`config.mk`:
```
export PLATFORM = sky130hd
export DESIGN_NAME = mico8_intr_ctrl
export DESIGN_NICKNAME = d
export VERILOG_FILES = /design/src/rtl/mico8_intc_pkg.sv /design/src/rtl/mico8_intc_sync_edge.sv /design/src/rtl/mico8_intr_ctrl.sv
export SDC_FILE = /design/constraint.sdc
export NUM_CORES = 1
export LEC_CHECK = 0
export CAP_MARGIN = 5
export CORE_MARGIN = 1
export CORE_UTILIZATION = 44
export CTS_CLUSTER_SIZE = 30
export DETAILED_ROUTE_END_ITERATION = 8
export GPL_TIMING_DRIVEN = 0
export PLACE_DENSITY = 0.65
export SLEW_MARGIN = 20
export SYNTH_ARGS = -nofsm -noshare
export SYNTH_HDL_FRONTEND = slang
export SYNTH_SLANG_ARGS = --single-unit
```
`constraint.sdc`:
```
create_clock -name clk -period 3.25 [get_ports clk]
set_input_delay 0.975 -clock clk [delete_from_list [all_inputs] [get_ports clk]]
set_output_delay 0.975 -clock clk [all_outputs]
set_load 0.02 [all_outputs]
```
`src/rtl/mico8_intc_pkg.sv`:
```
// Shared definitions for the Mico8 interrupt controller: register map, FSM encoding,
// ACTIVE register layout and the priority encoder used to pick the serviced source.
package mico8_intc_pkg;

  localparam logic [7:0] INTC_PENDING = 8'd0;
  localparam logic [7:0] INTC_MASK    = 8'd1;
  localparam logic [7:0] INTC_EDGE    = 8'd2;
  localparam logic [7:0] INTC_ACTIVE  = 8'd3;
  localparam logic [7:0] INTC_SWI     = 8'd4;

  localparam int ACTIVE_VLD_BIT = 7;

  typedef enum logic [1:0] {
    IDLE    = 2'd0,
    REQ     = 2'd1,
    SERVICE = 2'd2
  } intc_state_e;

  // Lowest set index wins; returns 0 for an empty vector.
  function automatic logic [2:0] lowest_idx(input logic [7:0] v);
    lowest_idx = 3'd0;
    for (int i = 7; i >= 0; i--) begin
      if (v[i]) lowest_idx = 3'(i);
    end
  endfunction

endpackage

```
`src/rtl/mico8_intc_sync_edge.sv`:
```
// Per-vector 2-flop synchroniser plus rising-edge detect for asynchronous requests.
// Latency: level and rise valid 2 clocks after the input; no backpressure.
// Backpressure: none, free-running sampler.
module mico8_intc_sync_edge #(
  parameter int W = 8
) (
  input  logic         clk,
  input  logic         rst_n,
  input  logic [W-1:0] async_in,
  output logic [W-1:0] lvl,
  output logic [W-1:0] rise
);

  logic [W-1:0] s1_q, s2_q, s3_q;
  logic [W-1:0] s1_d, s2_d, s3_d;

  always_comb begin
    s1_d = async_in;
    s2_d = s1_q;
    s3_d = s2_q;
  end

  always_ff @(posedge clk or negedge rst_n) begin
    if (!rst_n) begin
      s1_q <= '0;
      s2_q <= '0;
      s3_q <= '0;
    end else begin
      s1_q <= s1_d;
      s2_q <= s2_d;
      s3_q <= s3_d;
    end
  end

  assign lvl  = s2_q;
  assign rise = s2_q & ~s3_q;

endmodule

```
`src/rtl/mico8_intr_ctrl.sv`:
```
// Multi-source interrupt controller for Mico8 (optional SWI register via MICO8_INTC_SWI_EN).
// Latency: irq_in to pending 3 clocks, pending to intr 1 clock; io_ready 1 clock after strobe.
// Backpressure: strobe held until io_ready; a held strobe must drop before the next transfer.
module mico8_intr_ctrl
  import mico8_intc_pkg::*;
#(
  parameter int         NUM_IRQ   = 8,
  parameter logic [7:0] BASE_ADDR = 8'hF0
) (
  input  logic               clk,
  input  logic               rst_n,
  input  logic [NUM_IRQ-1:0] irq_in,
  input  logic [7:0]         io_addr,
  input  logic [7:0]         io_wdata,
  input  logic               io_rd,
  input  logic               io_wr,
  output logic [7:0]         io_rdata,
  output logic               io_ready,
  output logic               intr,
  input  logic               intr_ack,
  output logic [2:0]         irq_active
);

  localparam logic [7:0] VMASK = 8'((16'd1 << NUM_IRQ) - 16'd1);

  logic [NUM_IRQ-1:0] sync_lvl, sync_rise;
  logic [7:0] lvl8, rise8;

  mico8_intc_sync_edge #(.W(NUM_IRQ)) u_sync (
    .clk      (clk),
    .rst_n    (rst_n),
    .async_in (irq_in),
    .lvl      (sync_lvl),
    .rise     (sync_rise)
  );

  assign lvl8  = 8'(sync_lvl);
  assign rise8 = 8'(sync_rise);

  logic [7:0] pending_q, pending_d, mask_q, mask_d, edge_q, edge_d;
  logic [7:0] rdata_q, rdata_d;
  logic       rdy_q, rdy_d, busy_q, busy_d;
  logic [7:0] off, w1c, swi, act_reg, req_vec;
  logic       strobe, hit, xfer, wr, rd;

  intc_state_e state_q;
  logic        intr_q, valid_q, ack_q;
  logic [2:0]  active_q;

  assign strobe = io_rd | io_wr;
  assign off    = io_addr - BASE_ADDR;
`ifdef MICO8_INTC_SWI_EN
  assign hit    = strobe && (off <= INTC_SWI);
`else
  assign hit    = strobe && (off <= INTC_ACTIVE);
`endif
  // busy_q blocks a second transfer until the strobe has been seen low.
  assign xfer   = hit & ~busy_q;
  assign wr     = xfer & io_wr;
  assign rd     = xfer & io_rd;

  always_comb begin
    act_reg                 = 8'h00;
    act_reg[ACTIVE_VLD_BIT] = valid_q;
    act_reg[2:0]            = active_q;
  end

  always_comb begin
    mask_d  = mask_q;
    edge_d  = edge_q;
    w1c     = 8'h00;
    swi     = 8'h00;
    rdata_d = 8'h00;
    rdy_d   = 1'b0;
    busy_d  = busy_q;
    if (wr) begin
      case (off)
        INTC_PENDING: w1c    = io_wdata;
        INTC_MASK:    mask_d = io_wdata & VMASK;
        INTC_EDGE:    edge_d = io_wdata & VMASK;
`ifdef MICO8_INTC_SWI_EN
        INTC_SWI:     swi    = io_wdata & VMASK;
`endif
        default: ;
      endcase
    end
    if (rd) begin
      case (off)
        INTC_PENDING: rdata_d = pending_q;
        INTC_MASK:    rdata_d = mask_q;
        INTC_EDGE:    rdata_d = edge_q;
        INTC_ACTIVE:  rdata_d = act_reg;
        default:      rdata_d = 8'h00;
      endcase
    end
    if (xfer) begin
      rdy_d  = 1'b1;
      busy_d = 1'b1;
    end else if (!strobe) begin
      busy_d = 1'b0;
    end
    // Edge bits: a fresh edge beats a same-cycle W1C. Level bits track the input.
    pending_d = ((edge_q & ((pending_q & ~w1c) | rise8)) | (~edge_q & lvl8) | swi) & VMASK;
  end

  always_ff @(posedge clk or negedge rst_n) begin
    if (!rst_n) begin
      pending_q <= 8'h00;
      mask_q    <= 8'h00;
      edge_q    <= VMASK;
      rdata_q   <= 8'h00;
      rdy_q     <= 1'b0;
      busy_q    <= 1'b0;
    end else begin
      pending_q <= pending_d;
      mask_q    <= mask_d;
      edge_q    <= edge_d;
      rdata_q   <= rdata_d;
      rdy_q     <= rdy_d;
      busy_q    <= busy_d;
    end
  end

  assign req_vec = pending_q & mask_q;

  always_ff @(posedge clk or negedge rst_n) begin
    if (!rst_n) begin
      state_q  <= IDLE;
      intr_q   <= 1'b0;
      active_q <= 3'd0;
      valid_q  <= 1'b0;
      ack_q    <= 1'b0;
    end else begin
      ack_q <= intr_ack;
      case (state_q)
        IDLE: begin
          // An ack arriving here was sampled late by the core: spurious.
          if (intr_ack && !ack_q) begin
            state_q <= SERVICE;
            valid_q <= 1'b0;
          end else if (|req_vec) begin
            state_q <= REQ;
            intr_q  <= 1'b1;
          end
        end
        REQ: begin
          if (intr_ack && !ack_q) begin
            state_q  <= SERVICE;
            intr_q   <= 1'b0;
            active_q <= lowest_idx(req_vec);
            valid_q  <= |req_vec;
          end else if (req_vec == 8'h00) begin
            state_q <= IDLE;
            intr_q  <= 1'b0;
          end
        end
        SERVICE: begin
          if (!intr_ack && ack_q) begin
            state_q <= IDLE;
            valid_q <= 1'b0;
          end
        end
        default: begin
          state_q <= IDLE;
          intr_q  <= 1'b0;
        end
      endcase
    end
  end

  assign io_rdata   = rdata_q;
  assign io_ready   = rdy_q;
  assign intr       = intr_q;
  assign irq_active = active_q;

endmodule

```
Yosys cells after proc, flatten, opt, wreduce, memory -nomap -nowiden
Index checks and enable logic that the tools add are counted.
{"block": "word_totals", "ff_bits": 66, "mem_bits_rw": 0, "n_memories": 0, "rom_bits": 0, "output_inout_bits": 13, "latchBits": 0, "elab_cells": 91}
{"block": "op_classes", "n_div": 0, "eq_ne": 13, "n_bitwise": 16, "n_shift": 0, "mux": 30, "reduce_logical": 16, "n_lt_le_gt_ge": 1, "multipliers": 0, "add_sub_neg": 1}
{"cell": "$and 8x8->8", "count": 5}
{"cell": "$pmux 8 s4", "count": 1}
{"cell": "$mux 3", "count": 8}
{"cell": "$mux 8", "count": 3}
{"cell": "$not 8->8", "count": 3}
{"cell": "$eq 8x2->1 const B", "count": 2}
{"cell": "$logic_not 8->1", "count": 2}
{"cell": "$or 8x8->8", "count": 2}
{"cell": "$mux 1", "count": 10}
{"cell": "$mux 2", "count": 5}
{"cell": "$ne 2x2->1 const B", "count": 5}
{"cell": "$eq 8x1->1 const B", "count": 1}
{"cell": "$le 8x2->1 const B", "count": 1}
{"cell": "$reduce_and 4->1", "count": 2}
{"cell": "$reduce_or 8->1", "count": 1}
{"cell": "$sub 8x8->8 const B", "count": 1}
{"cell": "$ne 3x3->1 const B", "count": 2}
{"cell": "$pmux 1 s3", "count": 2}
{"cell": "$pmux 2 s3", "count": 1}
{"cell": "$reduce_and 2->1", "count": 3}
{"cell": "$and 1x1->1", "count": 3}
{"cell": "$logic_and 1x1->1", "count": 3}
{"cell": "$reduce_and 3->1", "count": 1}
{"cell": "$reduce_bool 3->1", "count": 1}
{"cell": "7 further kinds", "count": 9}

Depth between registers and ports, before layout
{"block": "depth", "depth_word": 11, "ltp_mapped": 6, "ltp_nobuf": 4}

Cells and area by module
From an unflattened synthesis, not the netlist that was laid out.
{"block": "hier_totals", "hier_cells": 207, "hier_area_um2": 2720.1}
{"mod": "mico8_intr_ctrl", "seq_area_each_um2": 1061.0, "n_inst": 1, "area_per_inst_um2": 2009.4, "cells_each": 175}
{"mod": "mico8_intc_sync_edge", "seq_area_each_um2": 600.6, "n_inst": 1, "area_per_inst_um2": 710.7, "cells_each": 32}

Worst setup path after synthesis
OpenSTA, ideal clock, no wires.
{"block": "synth_timing", "path_kind": "input to register", "start": "input io_addr[1]", "end": "register mask_q[0]", "setup_time_ps": 125, "arrival_ps": 2099, "setup_slack_ps": 1026, "path_stages": 5, "n_path_buf": 2, "required_ps": 3125, "path_cell_list": "buf_2 -> nor2b_1 -> and4b_1 -> buf_2 -> mux2_2"}
{"block": "synth_between", "elab_chain_len": 6}
{"element": "start, declared", "line": "mico8_intr_ctrl.sv:13", "text": "input logic [7:0] io_addr,"}
{"element": "$sub 8x8->8 *", "line": "mico8_intr_ctrl.sv:51", "text": "assign off = io_addr - BASE_ADDR;"}
{"element": "$le 8x2->1", "line": "mico8_intr_ctrl.sv:55", "text": "assign hit = strobe && (off <= INTC_ACTIVE);"}
{"element": "$logic_and 1x1->1", "line": "mico8_intr_ctrl.sv:55"}
{"element": "$and 1x1->1", "line": "mico8_intr_ctrl.sv:58", "text": "assign xfer = hit & ~busy_q;"}
{"element": "$and 1x1->1", "line": "mico8_intr_ctrl.sv:59", "text": "assign wr = xfer & io_wr;"}
{"element": "$reduce_and 2->1 (no line) *"}
{"element": "end signal, assigned", "line": "mico8_intr_ctrl.sv:116", "text": "mask_q <= mask_d;"}
{"element": "end, declared", "line": "mico8_intr_ctrl.sv:40", "text": "logic [7:0] pending_q, pending_d, mask_q, mask_d, edge_q, edge_d;"}
Every way passes the cells marked *; elsewhere a longest branch is shown, timed or not.
A chain may end at the register's enable or synchronous reset.

Worst setup path in the final report
{"block": "layout_timing", "start": "input io_addr[3]", "end": "register edge_q[6]"}
{"block": "layout_between", "elab_chain_len": 6}
{"element": "$sub 8x8->8 *", "line": "mico8_intr_ctrl.sv:51"}
{"element": "$le 8x2->1", "line": "mico8_intr_ctrl.sv:55"}
{"element": "$logic_and 1x1->1", "line": "mico8_intr_ctrl.sv:55"}
{"element": "$and 1x1->1", "line": "mico8_intr_ctrl.sv:58"}
{"element": "$and 1x1->1", "line": "mico8_intr_ctrl.sv:59"}
{"element": "$reduce_and 2->1 (no line) *"}
{"element": "end signal, assigned", "line": "mico8_intr_ctrl.sv:117", "text": "edge_q <= edge_d;"}
{"element": "end, declared", "line": "mico8_intr_ctrl.sv:40"}
Marked as above.

==> summary.txt <==
GRT
  • Number of global-route vias before repair: 1566
  • First-pass GRT wire length: 7.83 mm
  • Tot GR Track Use: 0.175
  • Met1 Track Usage GR: 0.240
  • Global route total overflow: 0
  • Most used routing layer: met2
  • Largest net degree at the start of global routing: ~40
  • Met2 Usage GRT: 0.257
  • Met3 usage: 0.0407
  • Initial antenna violation count: 0

STA
  • Slew @ Worst Pin: 0.740 ns
  • Post-layout minimum cycle time: 2.64 ns
  • Fin. Hold Viols: 0
  • Final period util: 0.812
  • Setup violators final: 0
  • Fin. max-slew vios: 0
  • Unrepaired setup endpoints after global routing: false
  • Highest clock rate: around 380 MHz
  • Clk_skew: 0.00950 ns
  • Slew HR: 0.503

Synth
  • Top_reg_cell synth: dfrtp_1
  • Sequential area share after synthesis: 0.652
  • Syn avg cell area: 14.0 µm²
  • Commonest cells post-synth: 58 x dfrtp_1, 16 x mux2_2, 15 x nand2_1
  • FF+latch count, synth: 66
  • Count leader, synth: dfrtp_1
  • Synth Cell Area: 0.00255 mm²
  • Async S/R FF share, synth: 1.00
  • Synth Instances: 182
  • Synth Net Count: 211
  • Distinct cells, synth: 33
  • Synth top area share: 0.569
  • EDFF count, synth: 0
  • Area contributors post-synth: dfrtp_1 57%, dfstp_2 8.2%, mux2_2 7.1%
  • Area leader, netlist: dfrtp_1
  • Synth warn: 0

Floorplan
  • DIE WIDTH: 78.1 µm
  • I/O pins: 42
  • Initial core utilization: 0.460
  • Die height: slightly below 80 µm
  • Std-Cell Rows: 27
  • Core area: 0.00554 mm²
  • Die area: 0.00610 mm²

Clock tree
  • Setup Fix Bufs, Post-CTS: 0
  • CTS Buf Count: 9
  • CTS Sinks: 66
  • Post-CTS sizing: 0
  • Hold-fix buffers, CTS: 0
  • Longest Clk Path Bufs: 2
  • H-tree depth reported by CTS: 3
  • CTS tree: done
  • Worst-Skew Late Latency: 0.33 ns
  • Clk pin slew, worst setup/hold paths: 0.07 ns
  • Clk root buf: clkbuf_8

Flow run
  • Max_cap viols: 0

Placed design
  • Global placement routability congestion: between 0.7 and 0.8
  • IO buf count: 39
  • DPL Wire Length: 3.23 mm
  • Placed insts: roughly 300

Power
  • Peak supply drop: 364 µV
  • Leak: 0.00139 µW
  • Final total power: 1910 µW
  • PwrDens: 579 mW/mm²

Route
  • Via density: ~5.2
  • Routed Antenna Nets: 0
  • Total number of vias: 1621
  • # DRC: 0
  • Drt total wl: approximately 4.7 mm
  • DRT Pass-1 Iters: 4
  • Drt wl/cell: about 15 µm
  • DR iter-0 viols: between 70 and 80

Cells and area
  • Filler cells: 439
  • Nets: approximately 260
  • Antenna cells: 0
  • Post-route insts no fill: 310
  • Area Overhead vs Synth: 29.4%
  • Share of cells above drive strength 1: 0.214

Critical path
  • Worst Setup End Kind: flop
  • Crit path max fanout: 9
  • Worst Path Arrival: 2.89 ns
  • Worst path required time: 3.50 ns
  • Setup CP Type: in2reg
  • CP Launch Type: input port

Run status
  • Status: completed

Worst hold path
  • Hold Crit Class: reg2reg
## kinds of logic after synthesis
group,Yosys count,synth area share
buffers and inverters,6,0.0128
and+or+nand+nor,56,0.123
AOI/OAI and AO/OA,29,0.0873
adders and majority gates,1,0.00393
DFF,66,0.652
muxes,24,0.122
## flip-flops by register name (all words and copies together), names as in the netlist
register / cells
pending_q: 8
intr: 1
edge_q: 8
valid_q: 1
u_sync.lvl: 8
io_rdata: 8
u_sync.s1_q: 8
state_q: 2
io_ready: 1
irq_active: 3
u_sync.s3_q: 8
ack_q: 1
mask_q: 8
busy_q: 1
## worst paths after layout
check,from,endpoint,slack [ns],depth (start not counted)
max in group asynchronous,rst_n,edge_q[6],2.12,2
min in group asynchronous,rst_n,state_q[0],0.55,1
worst min-delay path,u_sync.s1_q[7],u_sync.lvl[7],0.34,0
worst min register to register,u_sync.s1_q[7],u_sync.lvl[7],0.34,0
worst max-delay path,io_addr[3],edge_q[6],0.61,5
worst max register to register,pending_q[1],intr,1.41,4
## worst max-delay path, cell delays in order
cell             delay [ns]
clkdlybuf4s50_1        0.40
or2_4                  0.27
nor4_4                 0.68
nand2_4                0.23
mux2_2                 0.33
## per-stage QoR
step	setup TNS, ns	setup WS, ns	hold slack, ns	cell area, µm²	utilization
4_1_cts	0	0.591	0.345	3300	0.596
5_1_grt	0	0.511	0.353	3300	0.596
2_1_floorplan	0	1.03	0.331	2550	-
3_3_place_gp	-55.91	-0.938	0.332	3030	0.547
3_5_place_dp	0	0.245	0.339	3050	0.550
6_report	0	0.612	0.341	3300	0.596
## power breakdown
part	total (µW)	internal, µW	switching, µW
clock	846	552	294
sequential	904	871	33.3
combinational	161	90.3	71.2
## area by class of cell
cell class / count / area (µm²) / share of cell area
Sequential cell: 66 / 1660 / 0.503
Clock inverter: 4 / 97.6 / 0.0296
Inverter: 2 / 7.51 / 0.00227
Tap cell: 72 / 90.1 / 0.0273
Clock buffer: 12 / 155 / 0.0470
Timing Repair Buffer: 40 / 408 / 0.124
Multi-Input combinational cell: 110 / 856 / 0.259
Buffer: 4 / 25.0 / 0.00758
## placed cells by master (no fill, tap or decap), types with 3 or more instances in the layout
| cell type | instances |
|---|---|
| mux2i_1 | 4 |
| mux2_2 | 16 |
| nor2_1 | 14 |
| o21ai_0 | 3 |
| a21oi_1 | 6 |
| clkdlybuf4s50_1 | 38 |
| a32o_1 | 8 |
| bufinv_16 | 3 |
| mux4_2 | 4 |
| nand2_1 | 15 |
| nand3b_1 | 9 |
| nor2b_1 | 7 |
| clkbuf_8 | 11 |
| dfrtp_1 | 58 |
| a22o_1 | 5 |
| dfstp_2 | 8 |
## metal layers
| layer | share of wire | wire length, µm | vias to the layer above |
|---|---|---|---|
| met1 | 0.47 | 2200 | 796 |
| li1 | - | - | 772 |
| met5 | 0 | 0 | - |
| met3 | 0.046 | 216 | 6 |
| met4 | 0.014 | 68 | 0 |
| met2 | 0.47 | 2220 | 47 |
Note: power is estimated with default switching activity, not from simulation.
==> RTL edit 1: new RTL, same settings <==
Change the parameter `NUM_IRQ` from 8 to 7.
--- a/src/rtl/mico8_intr_ctrl.sv
+++ b/src/rtl/mico8_intr_ctrl.sv
@@ -6,3 +6,3 @@
 #(
-  parameter int         NUM_IRQ   = 8,
+  parameter int         NUM_IRQ   = 7,
   parameter logic [7:0] BASE_ADDR = 8'hF0
Interface: changed (resized irq_in); port bits go from 42 to 41. No check against the original RTL was run, so the function may have changed too.
==> RTL edit 1 against the unedited design <==
Final area is 10% lower; routed wire length down 2.9%; power fell by 20%; non-clock buffer count shrank 1; sequential cell count is 6 lower; area after synthesis down 9.3%; worst setup slack got worse by 0.16 ns; hold slack improved by 0.0042 ns.
==> RTL edit 1: results (changes against the unedited design) <==
[outcome]
run_status=completed  ; unchanged

[place]
placed_area_sq_um=2790  ; was 3050 sq um
globalplace.congestion=0.761  ; was 0.747
dp_slack_ns=0.0558  ; was 0.245 ns
dp_hpwl_um=3170  ; was 3230 um
dp.cells=280  ; was 294

[worst_setup_path]
crit_end=pending_q[0]$_DFF_PN0_  ; was edge_q[6]$_DFFE_PN1P_
regToRegSetupSlack_ns=1.22  ; was 1.41 ns
crit_path_start=io_addr[0]  ; was io_addr[3]
critPathMaxFanout=10  ; was 9
timing.rr.start=busy_q$_DFFE_PN0P_  ; was pending_q[1]$_DFF_PN0_
worst_ep_arrival_time_ns=3.00  ; was 2.89 ns
cp_slowest_stage_delay_ns=0.87  ; was 0.68 ns
critPathSlowestCell=nor4b_2  ; was nor4_4

[global_routing]
grt_first_pass_wirelength_um=7390  ; was 7830 um
globalRouteTotalUtil_pct=19.0  ; was 17.5%
grt_start_max_net_pins=61  ; was 41
grt_pass1_vias=1542  ; was 1566

[pwr]
p_seq_uw=817  ; was 904 uW
power_density_nw_per_um2=515  ; was 579 nW/um^2
p_sw_share_pct=22.7  ; was 20.9%
ir_drop_mv=0.272  ; was 0.364 mV
leakagePower_nw=1.23  ; was 1.39 nW

[logic_synthesis]
synth_nets=199  ; was 211
synth_cell_types=31  ; was 33
ys_seq_area_share_pct=65.3  ; was 65.2%
synthTopCellsByArea=dfrtp_1, dfstp_2, mux2_2, nand2_1, a32o_1  ; was dfrtp_1, dfstp_2, mux2_2, mux4_2, a32o_1
synth_top_cells_by_count=dfrtp_1, nand2_1, mux2_2  ; was dfrtp_1, mux2_2, nand2_1
synth.avg_cell_area_sq_um=13.5  ; was 14.0 sq um

[finish]
fin_cells=296  ; was 310
drive_gt1_share_pct=19.9  ; was 21.4%

[routing]
viasPerCell=5.10  ; was 5.23
wl_um=4560  ; was 4700 um
drt_iter0_drc=70  ; was 75

[timing]
finalClockSkew_ns=0.0103  ; was 0.00950 ns
worst_pin_slew_ns=0.892  ; was 0.740 ns
setup_ws_ns=0.457  ; was 0.612 ns

[RTL edit 1: cell types whose count changed after synthesis, moves of 2 or more]
cell      before  now
a22o_1         5    3
a22oi_1        0    2
a32oi_1        2    0
dfrtp_1       58   53
mux2_2        16   14
nand2_1       15   24
nand3b_1       9    0
nor2b_1        7    5
nor4_1         2    0
o21ai_0        3    5
[RTL edit 1: kinds of logic after synthesis]
group           count (synthesis)  share of synthesized area, %
flops                          60                          65.3
simple gates                   55                          12.9
compound gates                 27                          8.65
mux                            21                          11.5
buf+inv                         7                          1.24
fa+ha+maj                       1                         0.433
[RTL edit 1: layer usage]
metal	routed length [um]	share of wire [%]	GRT usage [%]	vias up
li1	-	-	-	715
met1	1970	43	23.1	743
met2	2300	50	30.9	45
met3	210	4.6	4.20	7
met4	76	1.7	11.3	0
met5	0	0	0	-
[RTL edit 1: final cells by class]
cell class	count	area (sq um)
buffer	4	17.5
clock buffer	14	163
clock inverter	2	10.0
fill	438	2110
inverter	3	11.3
multi-input combinational	104	774
sequential	60	1510
tap	70	87.6
timing repair buffer	39	388
[RTL edit 1: worst min path at each step]
stage	endpoint	cells past startpoint	slack [ns]	start
after floorplan	u_sync.lvl[0]$_DFF_PN0_	0	0.33	u_sync.s1_q[0]$_DFF_PN0_
after global placement	u_sync.lvl[1]$_DFF_PN0_	0	0.33	u_sync.s1_q[1]$_DFF_PN0_
after detailed placement	u_sync.lvl[3]$_DFF_PN0_	0	0.33	u_sync.s1_q[3]$_DFF_PN0_
after CTS	u_sync.lvl[0]$_DFF_PN0_	0	0.35	u_sync.s1_q[0]$_DFF_PN0_
after global routing	u_sync.lvl[0]$_DFF_PN0_	0	0.34	u_sync.s1_q[0]$_DFF_PN0_
final	u_sync.lvl[0]$_DFF_PN0_	0	0.35	u_sync.s1_q[0]$_DFF_PN0_
==> RTL edit 2: new RTL, same flow settings <==
Without the edit above. Register the output `irq_active` once more; this adds one clock of latency there. The other outputs are not delayed to match.
--- a/src/rtl/mico8_intr_ctrl.sv
+++ b/src/rtl/mico8_intr_ctrl.sv
@@ -173,3 +173,5 @@
   assign intr       = intr_q;
-  assign irq_active = active_q;
+  always_ff @(posedge clk) begin
+    irq_active <= active_q;
+  end
 
Check against the original RTL: not equivalent (Yosys sat finds a counterexample within 10 cycles, from zero or initial values and one cycle with rst_n low).
==> RTL edit 2 against the unedited design <==
Final area increased by 0.80%; area after synthesis increased by 2.4%; maximum frequency decreased by 0.58%; via count increased by 1.7%; routed wire length increased by 5.8%; power decreased by 4.3%; sequential cell count increased by 3; worst setup slack got worse by 0.015 ns; final cell count increased by 0.97%; count of clock-buffer cells in the layout increased by 1; critical path type unchanged; highest routed layer unchanged.
==> RTL edit 2: results (changes against the unedited design) <==
[finish]
fillCellCount=461  ; was 439
final_core_util_pct=59.3  ; was 59.6%
drive_gt1_share_pct=21.2  ; was 21.4%

[timing]
holdWs_ns=0.348  ; was 0.341 ns
finalClockSkew_ns=0.00605  ; was 0.00950 ns
worst_pin_slew_ns=0.787  ; was 0.740 ns

[logic_synthesis]
synthMuxAreaShare_pct=11.9  ; was 12.2%
ys_seq_area_share_pct=66.0  ; was 65.2%
synthesis.instances=185  ; was 182
synth_adder_area_share_pct=0.384  ; was 0.393%

[worst_setup_path]
crit_end=edge_q[5]$_DFFE_PN1P_  ; was edge_q[6]$_DFFE_PN1P_
worst_ep_arrival_time_ns=2.92  ; was 2.89 ns

[min_path]
hold_path_end=u_sync.lvl[6]$_DFF_PN0_  ; was u_sync.lvl[7]$_DFF_PN0_

[routing]
drt_iter0_drc=109  ; was 75
wl_um=4970  ; was 4700 um

[pwr]
total_power_mw=1.83  ; was 1.91 mW
p_comb_share_pct=9.0  ; was 8.4%
powerClk_uw=723  ; was 846 uW

[outcome]
run_status=completed  ; unchanged

[place]
dp.cells=297  ; was 294
dp_slack_ns=0.259  ; was 0.245 ns
placed_area_sq_um=3120  ; was 3050 sq um
globalplace.congestion=0.792  ; was 0.747
dp_hpwl_um=3340  ; was 3230 um

[global_routing]
grt_start_max_net_pins=58  ; was 41
grt_first_pass_wirelength_um=8360  ; was 7830 um

## RTL edit 2: changes by cell type in the layout (fill, tap and decap cells not counted), sizes merged
cell and change:
bufinv -2, dfxtp +3, clkinv +1, clkbuf +1
## RTL edit 2: kinds of logic (layout without fill, tap and decap cells)
kind of cell | Yosys count | after routing
multiplexers | 24 | 24
buffers and inverters | 6 | 62
AND/OR/NAND/NOR | 56 | 56
flip-flops | 69 | 69
AO/OA/AOI/OAI | 29 | 29
adder cells (fa/ha/maj) | 1 | 1
## RTL edit 2: final cells by class
cell class	instances	share of cell area [%]
Multi-Input combinational cell	110	25.7
Clock inverter	3	1.28
Tap cell	72	2.71
Inverter	2	0.226
Buffer	4	0.752
Clock buffer	13	5.08
Timing Repair Buffer	40	12.5
Sequential cell	69	51.7
## RTL edit 2: routing by layer
layer	part of all wire, %	global-route usage [%]	wire (um)	vias up
met2	47	27.2	2350	38
li1	-	-	-	773
met4	1.4	7.09	68	0
met1	46	25.2	2300	831
met3	5.1	5.98	253	7
met5	0	0	0	-
